`config.mk`:
```
export PLATFORM = sky130hd
export DESIGN_NAME = breg_write_sched
export DESIGN_NICKNAME = d
export VERILOG_FILES = /design/src/rtl/breg_pkg.sv /design/src/rtl/rr_arb2.sv /design/src/rtl/breg_write_sched.sv
export SDC_FILE = /design/constraint.sdc
export NUM_CORES = 1
export LEC_CHECK = 0
export ABC_CLOCK_PERIOD_IN_PS = 2300
export CAP_MARGIN = 10
export CORE_UTILIZATION = 46
export CTS_BUF_LIST = sky130_fd_sc_hd__clkbuf_4
export DETAILED_ROUTE_END_ITERATION = 12
export GPL_TIMING_DRIVEN = 0
export PLACE_DENSITY = 0.85
export SYNTH_ARGS = -nofsm -noshare
export SYNTH_HDL_FRONTEND = slang
export SYNTH_SLANG_ARGS = --single-unit
export TNS_END_PERCENT = 30
```
`constraint.sdc`:
```
create_clock -name clk -period 2.3 [get_ports clk]
set_input_delay 0.575 -clock clk [delete_from_list [all_inputs] [get_ports clk]]
set_output_delay 0.575 -clock clk [all_outputs]
set_load 0.02 [all_outputs]
```
`src/rtl/breg_pkg.sv`:
```
// Shared definitions for the VGA color register bank write-port scheduler.
package breg_pkg;

  // Scheduler FSM states.
  typedef enum logic [1:0] {
    ST_IDLE  = 2'd0,
    ST_WRITE = 2'd1,
    ST_CLEAR = 2'd2
  } state_t;

  // Default bank geometry and clear value.
  localparam int unsigned BIT_ADDR_DEF  = 4;
  localparam int unsigned BIT_DATO_DEF  = 3;
  localparam int unsigned CLR_VALUE_DEF = 0;

endpackage : breg_pkg

```
`src/rtl/rr_arb2.sv`:
```
// Two-way round-robin arbiter: when both requesters are valid, ptr picks the winner.
module rr_arb2 (
  input  logic v0,
  input  logic v1,
  input  logic ptr,
  output logic gnt,
  output logic any
);

  // gnt=1 selects requester 1: either it is alone or it holds the round-robin turn.
  always_comb begin
    gnt = v1 & (~v0 | ptr);
    any = v0 | v1;
  end

endmodule : rr_arb2

```
`src/rtl/breg_write_sched.sv`:
```
// Write-port scheduler for the color register bank: arbitrates two requesters
// onto one write port and runs a full-bank clear sequence.
module breg_write_sched
  import breg_pkg::*;
#(
  parameter int unsigned BIT_ADDR  = BIT_ADDR_DEF,
  parameter int unsigned BIT_DATO  = BIT_DATO_DEF,
  parameter int unsigned CLR_VALUE = CLR_VALUE_DEF
) (
  input  logic                clk,
  input  logic                rst,
  input  logic                req0_valid,
  input  logic [BIT_ADDR-1:0] req0_addr,
  input  logic [BIT_DATO-1:0] req0_dat,
  output logic                req0_ready,
  input  logic                req1_valid,
  input  logic [BIT_ADDR-1:0] req1_addr,
  input  logic [BIT_DATO-1:0] req1_dat,
  output logic                req1_ready,
  input  logic                clr_req,
  output logic                clr_done,
  output logic                busy,
  output logic [BIT_ADDR-1:0] addrW,
  output logic [BIT_DATO-1:0] datW,
  output logic                RegWrite
);

  localparam logic [BIT_DATO-1:0] CLR_DAT  = BIT_DATO'(CLR_VALUE);
  localparam logic [BIT_ADDR-1:0] CLR_LAST = '1;

  state_t              state_q, state_d;
  logic                rr_ptr_q, rr_ptr_d;
  logic                grant_q, grant_d;
  logic [BIT_ADDR-1:0] clr_cnt_q, clr_cnt_d;

  logic                regwrite_q, regwrite_d;
  logic [BIT_ADDR-1:0] addrw_q, addrw_d;
  logic [BIT_DATO-1:0] datw_q, datw_d;
  logic                ready0_q, ready0_d;
  logic                ready1_q, ready1_d;
  logic                busy_q, busy_d;
  logic                done_q, done_d;

  logic                arb_gnt;
  logic                arb_any;

  rr_arb2 u_arb (
    .v0  (req0_valid),
    .v1  (req1_valid),
    .ptr (rr_ptr_q),
    .gnt (arb_gnt),
    .any (arb_any)
  );

  // Next state plus next value of every output register. Outputs are computed
  // for the state being entered so that the bus shows a write during the
  // WRITE/CLEAR cycle itself while staying fully registered.
  always_comb begin
    state_d    = state_q;
    rr_ptr_d   = rr_ptr_q;
    grant_d    = grant_q;
    clr_cnt_d  = clr_cnt_q;
    regwrite_d = 1'b0;
    addrw_d    = '0;
    datw_d     = '0;
    ready0_d   = 1'b0;
    ready1_d   = 1'b0;
    busy_d     = 1'b0;
    done_d     = 1'b0;

    unique case (state_q)
      ST_IDLE: begin
        if (clr_req) begin
          state_d    = ST_CLEAR;
          clr_cnt_d  = '0;
          regwrite_d = 1'b1;
          addrw_d    = '0;
          datw_d     = CLR_DAT;
          busy_d     = 1'b1;
        end else if (arb_any) begin
          state_d    = ST_WRITE;
          grant_d    = arb_gnt;
          regwrite_d = 1'b1;
          addrw_d    = arb_gnt ? req1_addr : req0_addr;
          datw_d     = arb_gnt ? req1_dat  : req0_dat;
          ready0_d   = ~arb_gnt;
          ready1_d   = arb_gnt;
          busy_d     = 1'b1;
        end
      end
      ST_WRITE: begin
        rr_ptr_d = ~grant_q;
        state_d  = ST_IDLE;
      end
      ST_CLEAR: begin
        if (clr_cnt_q == CLR_LAST) begin
          state_d = ST_IDLE;
          done_d  = 1'b1;
        end else begin
          clr_cnt_d  = clr_cnt_q + 1'b1;
          regwrite_d = 1'b1;
          addrw_d    = clr_cnt_q + 1'b1;
          datw_d     = CLR_DAT;
          busy_d     = 1'b1;
        end
      end
      default: state_d = ST_IDLE;
    endcase
  end

  // State and output registers with synchronous reset.
  always_ff @(posedge clk) begin
    if (rst) begin
      state_q    <= ST_IDLE;
      rr_ptr_q   <= 1'b0;
      grant_q    <= 1'b0;
      clr_cnt_q  <= '0;
      regwrite_q <= 1'b0;
      addrw_q    <= '0;
      datw_q     <= '0;
      ready0_q   <= 1'b0;
      ready1_q   <= 1'b0;
      busy_q     <= 1'b0;
      done_q     <= 1'b0;
    end else begin
      state_q    <= state_d;
      rr_ptr_q   <= rr_ptr_d;
      grant_q    <= grant_d;
      clr_cnt_q  <= clr_cnt_d;
      regwrite_q <= regwrite_d;
      addrw_q    <= addrw_d;
      datw_q     <= datw_d;
      ready0_q   <= ready0_d;
      ready1_q   <= ready1_d;
      busy_q     <= busy_d;
      done_q     <= done_d;
    end
  end

  assign RegWrite   = regwrite_q;
  assign addrW      = addrw_q;
  assign datW       = datw_q;
  assign req0_ready = ready0_q;
  assign req1_ready = ready1_q;
  assign busy       = busy_q;
  assign clr_done   = done_q;

endmodule : breg_write_sched

```
==> impl_metrics.csv <==
group,metric,value,unit
route,drtPass1Iterations,2,
setup_path,slowest_stage,"clkdlybuf4s50_1",
setup_path,critPathArrivalTime,1.32,ns
synth,synth_cells,79,
cts,worstSkewPairLatency,0.29,ns
hold_path,holdPathEnd,"grant_q$_SDFFE_PP0P_",
synth,ys_seq_elements,19,
cts,post_cts_buffers,0,
route,drtIter0Drc,3,
floorplan,fp-row-count,14,
run,cap_violations,0,
setup_path,path_max_fanout,2,
setup_path,critPathMaxStageDelay,0.59,ns
setup_path,r2r_end,"clr_cnt_q[1]$_SDFFE_PP0P_",
hold_path,holdPathStages,2,
synth,synth_ff_type,"dfxtp_1",
floorplan,die_height,42.6,µm
global_route,grtUsageMet1,0.196,
synth,synth.top_cell.area_share,0.501,
route,wl_per_cell,12.1,µm
floorplan,io_pins,31,
cells_and_area,post-route-util,0.727,
global_route,antenna_found_initial,0,
cts,cts.sinks,19,
route,drc_errors,0,
hold_path,worstHoldPathType,"reg2reg",
synth,synth_most_common_cell,"dfxtp_1",
route,ant_nets,0,
timing,finalSetupTns,0,ns
route,avgViaCountPerCell,5.05,
floorplan,fp.dieW,42.6,µm
power,leakage,0.465,nW
place,gp_congestion,0.784,
floorplan,initial_core_util,0.498,
synth,synth-async-reset-ratio,0,
timing,skew,0.00511,ns
cts,cts_tree,"yes",
global_route,grt_max_degree,12,
cts,clockBufferDepth,2,
hold_path,min_from,"grant_q$_SDFFE_PP0P_",
timing,tightest_slew,0.588,ns
cts,clkSlewWorstSetupHoldPaths,0.10,ns
synth,synth_area_leaders,"dfxtp_1 50%, mux2i_1 11%, nor2_1 4.4%, a21oi_1 4.0%, or3_1 2.5%",
cells_and_area,nNetsFinal,134,
synth,synthTopCellsByCount,"19 x dfxtp_1, 9 x nor2_1, 8 x mux2i_1, 6 x a21oi_1, 4 x nand2_1",
global_route,grt_busiest_layer,"met2",
cts,cts_buffers,3,
global_route,use_met3,0.0474,
cts,cts_root_buf,"clkbuf_4",
cts,cts_hold_buf,0,
setup_path,regToRegStartpoint,"clr_cnt_q[0]$_SDFFE_PP0P_",
synth,seq_area_frac_synth,0.501,
global_route,grtUsageTotal,0.184,
timing,finalHoldViolCount,0,
setup_path,cp.required,1.73,ns
route,routed_wl,1560,µm
cts,cts_repair_resize_count,0,
timing,period_needed,1.90,ns
synth,synth.distinct_cells,27,
global_route,grt_pass1_wl,2500,µm
synth,synth_area,759,µm²
timing,slew-limit-headroom,0.608,
timing,finalSetupViolations,0,
power,power.density,575,nW/µm²
timing,fin_crit_sh,0.825,
place,dp_hpwl,1210,µm
global_route,grt.overflow.total,0,
status,status,"completed",
synth,synth.net_count,99,
timing,rsz0062_at_grt,"false",
setup_path,critPathKind,"reg2out",
floorplan,dieArea,1820,µm²
setup_path,critPathLaunchType,"flop",
timing,whs,0.503,ns
global_route,grt_pass1_vias,596,
timing,final_max_slew_viol_count,0,
synth,yosysWarnings,0,
synth,synth_area_leader_cell,"dfxtp_1",
floorplan,coreArea,1520,µm²
global_route,grtUsageMet2,0.336,
power,ir_drop,0.470,mV
cells_and_area,area.growth.synth_to_final,45.8,%
timing,timing.fmax,527,MHz
setup_path,worstRegToRegCells,5,
cells_and_area,antenna_cells,0,
synth,avgSynthCellArea,9.61,µm²
power,power,0.000637,W
cts,h-tree-depth,1,
cells_and_area,drive_gt1_frac,0.0973,
synth,synth_edf_count,0,
route,via_count,651,
setup_path,endpoint_kind,"primary output",
setup_path,path_cells,"buf_4, clkdlybuf4s50_1",
setup_path,reg2reg_slack,0.76,ns
place,numPortBuffers,30,
## area by class of cell
type | count | area [µm²]
Clock buffer | 3 | 22.5
Sequential cell | 19 | 380
Clock inverter | 1 | 5.00
Multi-Input combinational cell | 54 | 345
Fill cell | 115 | 417
Tap cell | 16 | 20.0
Inverter | 3 | 11.3
Buffer | 3 | 22.5
Timing Repair Buffer | 30 | 300
## per-layer routing
layer | routed length [µm] | share of wire
met4 | 25 | 0.016
met2 | 804 | 0.51
met5 | 0 | 0
met1 | 653 | 0.42
met3 | 79 | 0.051
## registers in the layout, indices dropped and copies added (netlist names)
| signal | cells |
|---|---|
| addrW | 4 |
| busy | 1 |
| clr_cnt_q | 4 |
| clr_done | 1 |
| datW | 3 |
| grant_q | 1 |
| req0_ready | 1 |
| req1_ready | 1 |
| rr_ptr_q | 1 |
| state_q | 2 |
## kinds of logic (layout without fill, tap and decap cells)
family	Yosys count	in the layout	share of synthesized area
and+or+nand+nor	28	28	0.181
DFF	19	19	0.501
AOI/OAI and AO/OA	15	15	0.128
muxes	8	8	0.105
buffers and inverters	6	40	0.0445
xor gates and xnor gates	2	2	0.0231
adders and majority gates	1	1	0.0165
## where the power goes
group | switching [W] | internal (W) | leakage (nW) | total (W)
combinational | 0.0000533 | 0.0000694 | 0.292 | 0.000123
sequential | 0.00000859 | 0.000343 | 0.155 | 0.000352
clock | 0.0000980 | 0.0000647 | 0.0177 | 0.000163
total | 0.000160 | 0.000477 | 0.465 | 0.000637
## worst max-delay path by stage
stage	startpoint	to	slack, ns	depth (start not counted)
after CTS	busy$_SDFF_PP0_	busy	0.39	2
after global routing	busy$_SDFF_PP0_	busy	0.33	2
final	busy$_SDFF_PP0_	busy	0.40	2
after detailed placement	req0_valid	addrW[3]$_SDFF_PP0_	0.20	5
after floorplan	clr_cnt_q[0]$_SDFFE_PP0P_	clr_cnt_q[1]$_SDFFE_PP0P_	0.86	5
after global placement	req0_valid	addrW[1]$_SDFF_PP0_	0.21	5
## placed cells by master (no fill, tap or decap), drive strengths merged, types with 2 or more instances in the layout
cell type | synthesis | layout
inv | 3 | 3
mux2i | 8 | 8
nor2b | 2 | 2
dfxtp | 19 | 19
nor3 | 2 | 2
nor2 | 10 | 10
buf | 2 | 2
nand3 | 3 | 3
a21oi | 6 | 6
nand2 | 4 | 4
or3 | 3 | 3
clkbuf | 1 | 4
o21ai | 5 | 5
o22ai | 3 | 3
clkdlybuf4s50 | 0 | 30
## metrics by stage
stage               instance area (µm²)  cells  worst slack [ns]
floorplan                           759     79             0.860
global placement                   1080    125             0.212
detailed placement                 1080    125             0.204
CTS                                1110    129             0.389
global route                       1110    129             0.332
finish                             1110    129             0.402
## worst max-delay path, delay by kind of cell, from the launching register on
kind,cells,cell delay (ns)
buf+inv,2,0.69
flops,1,0.34
Power figures use the tool's default switching activity.
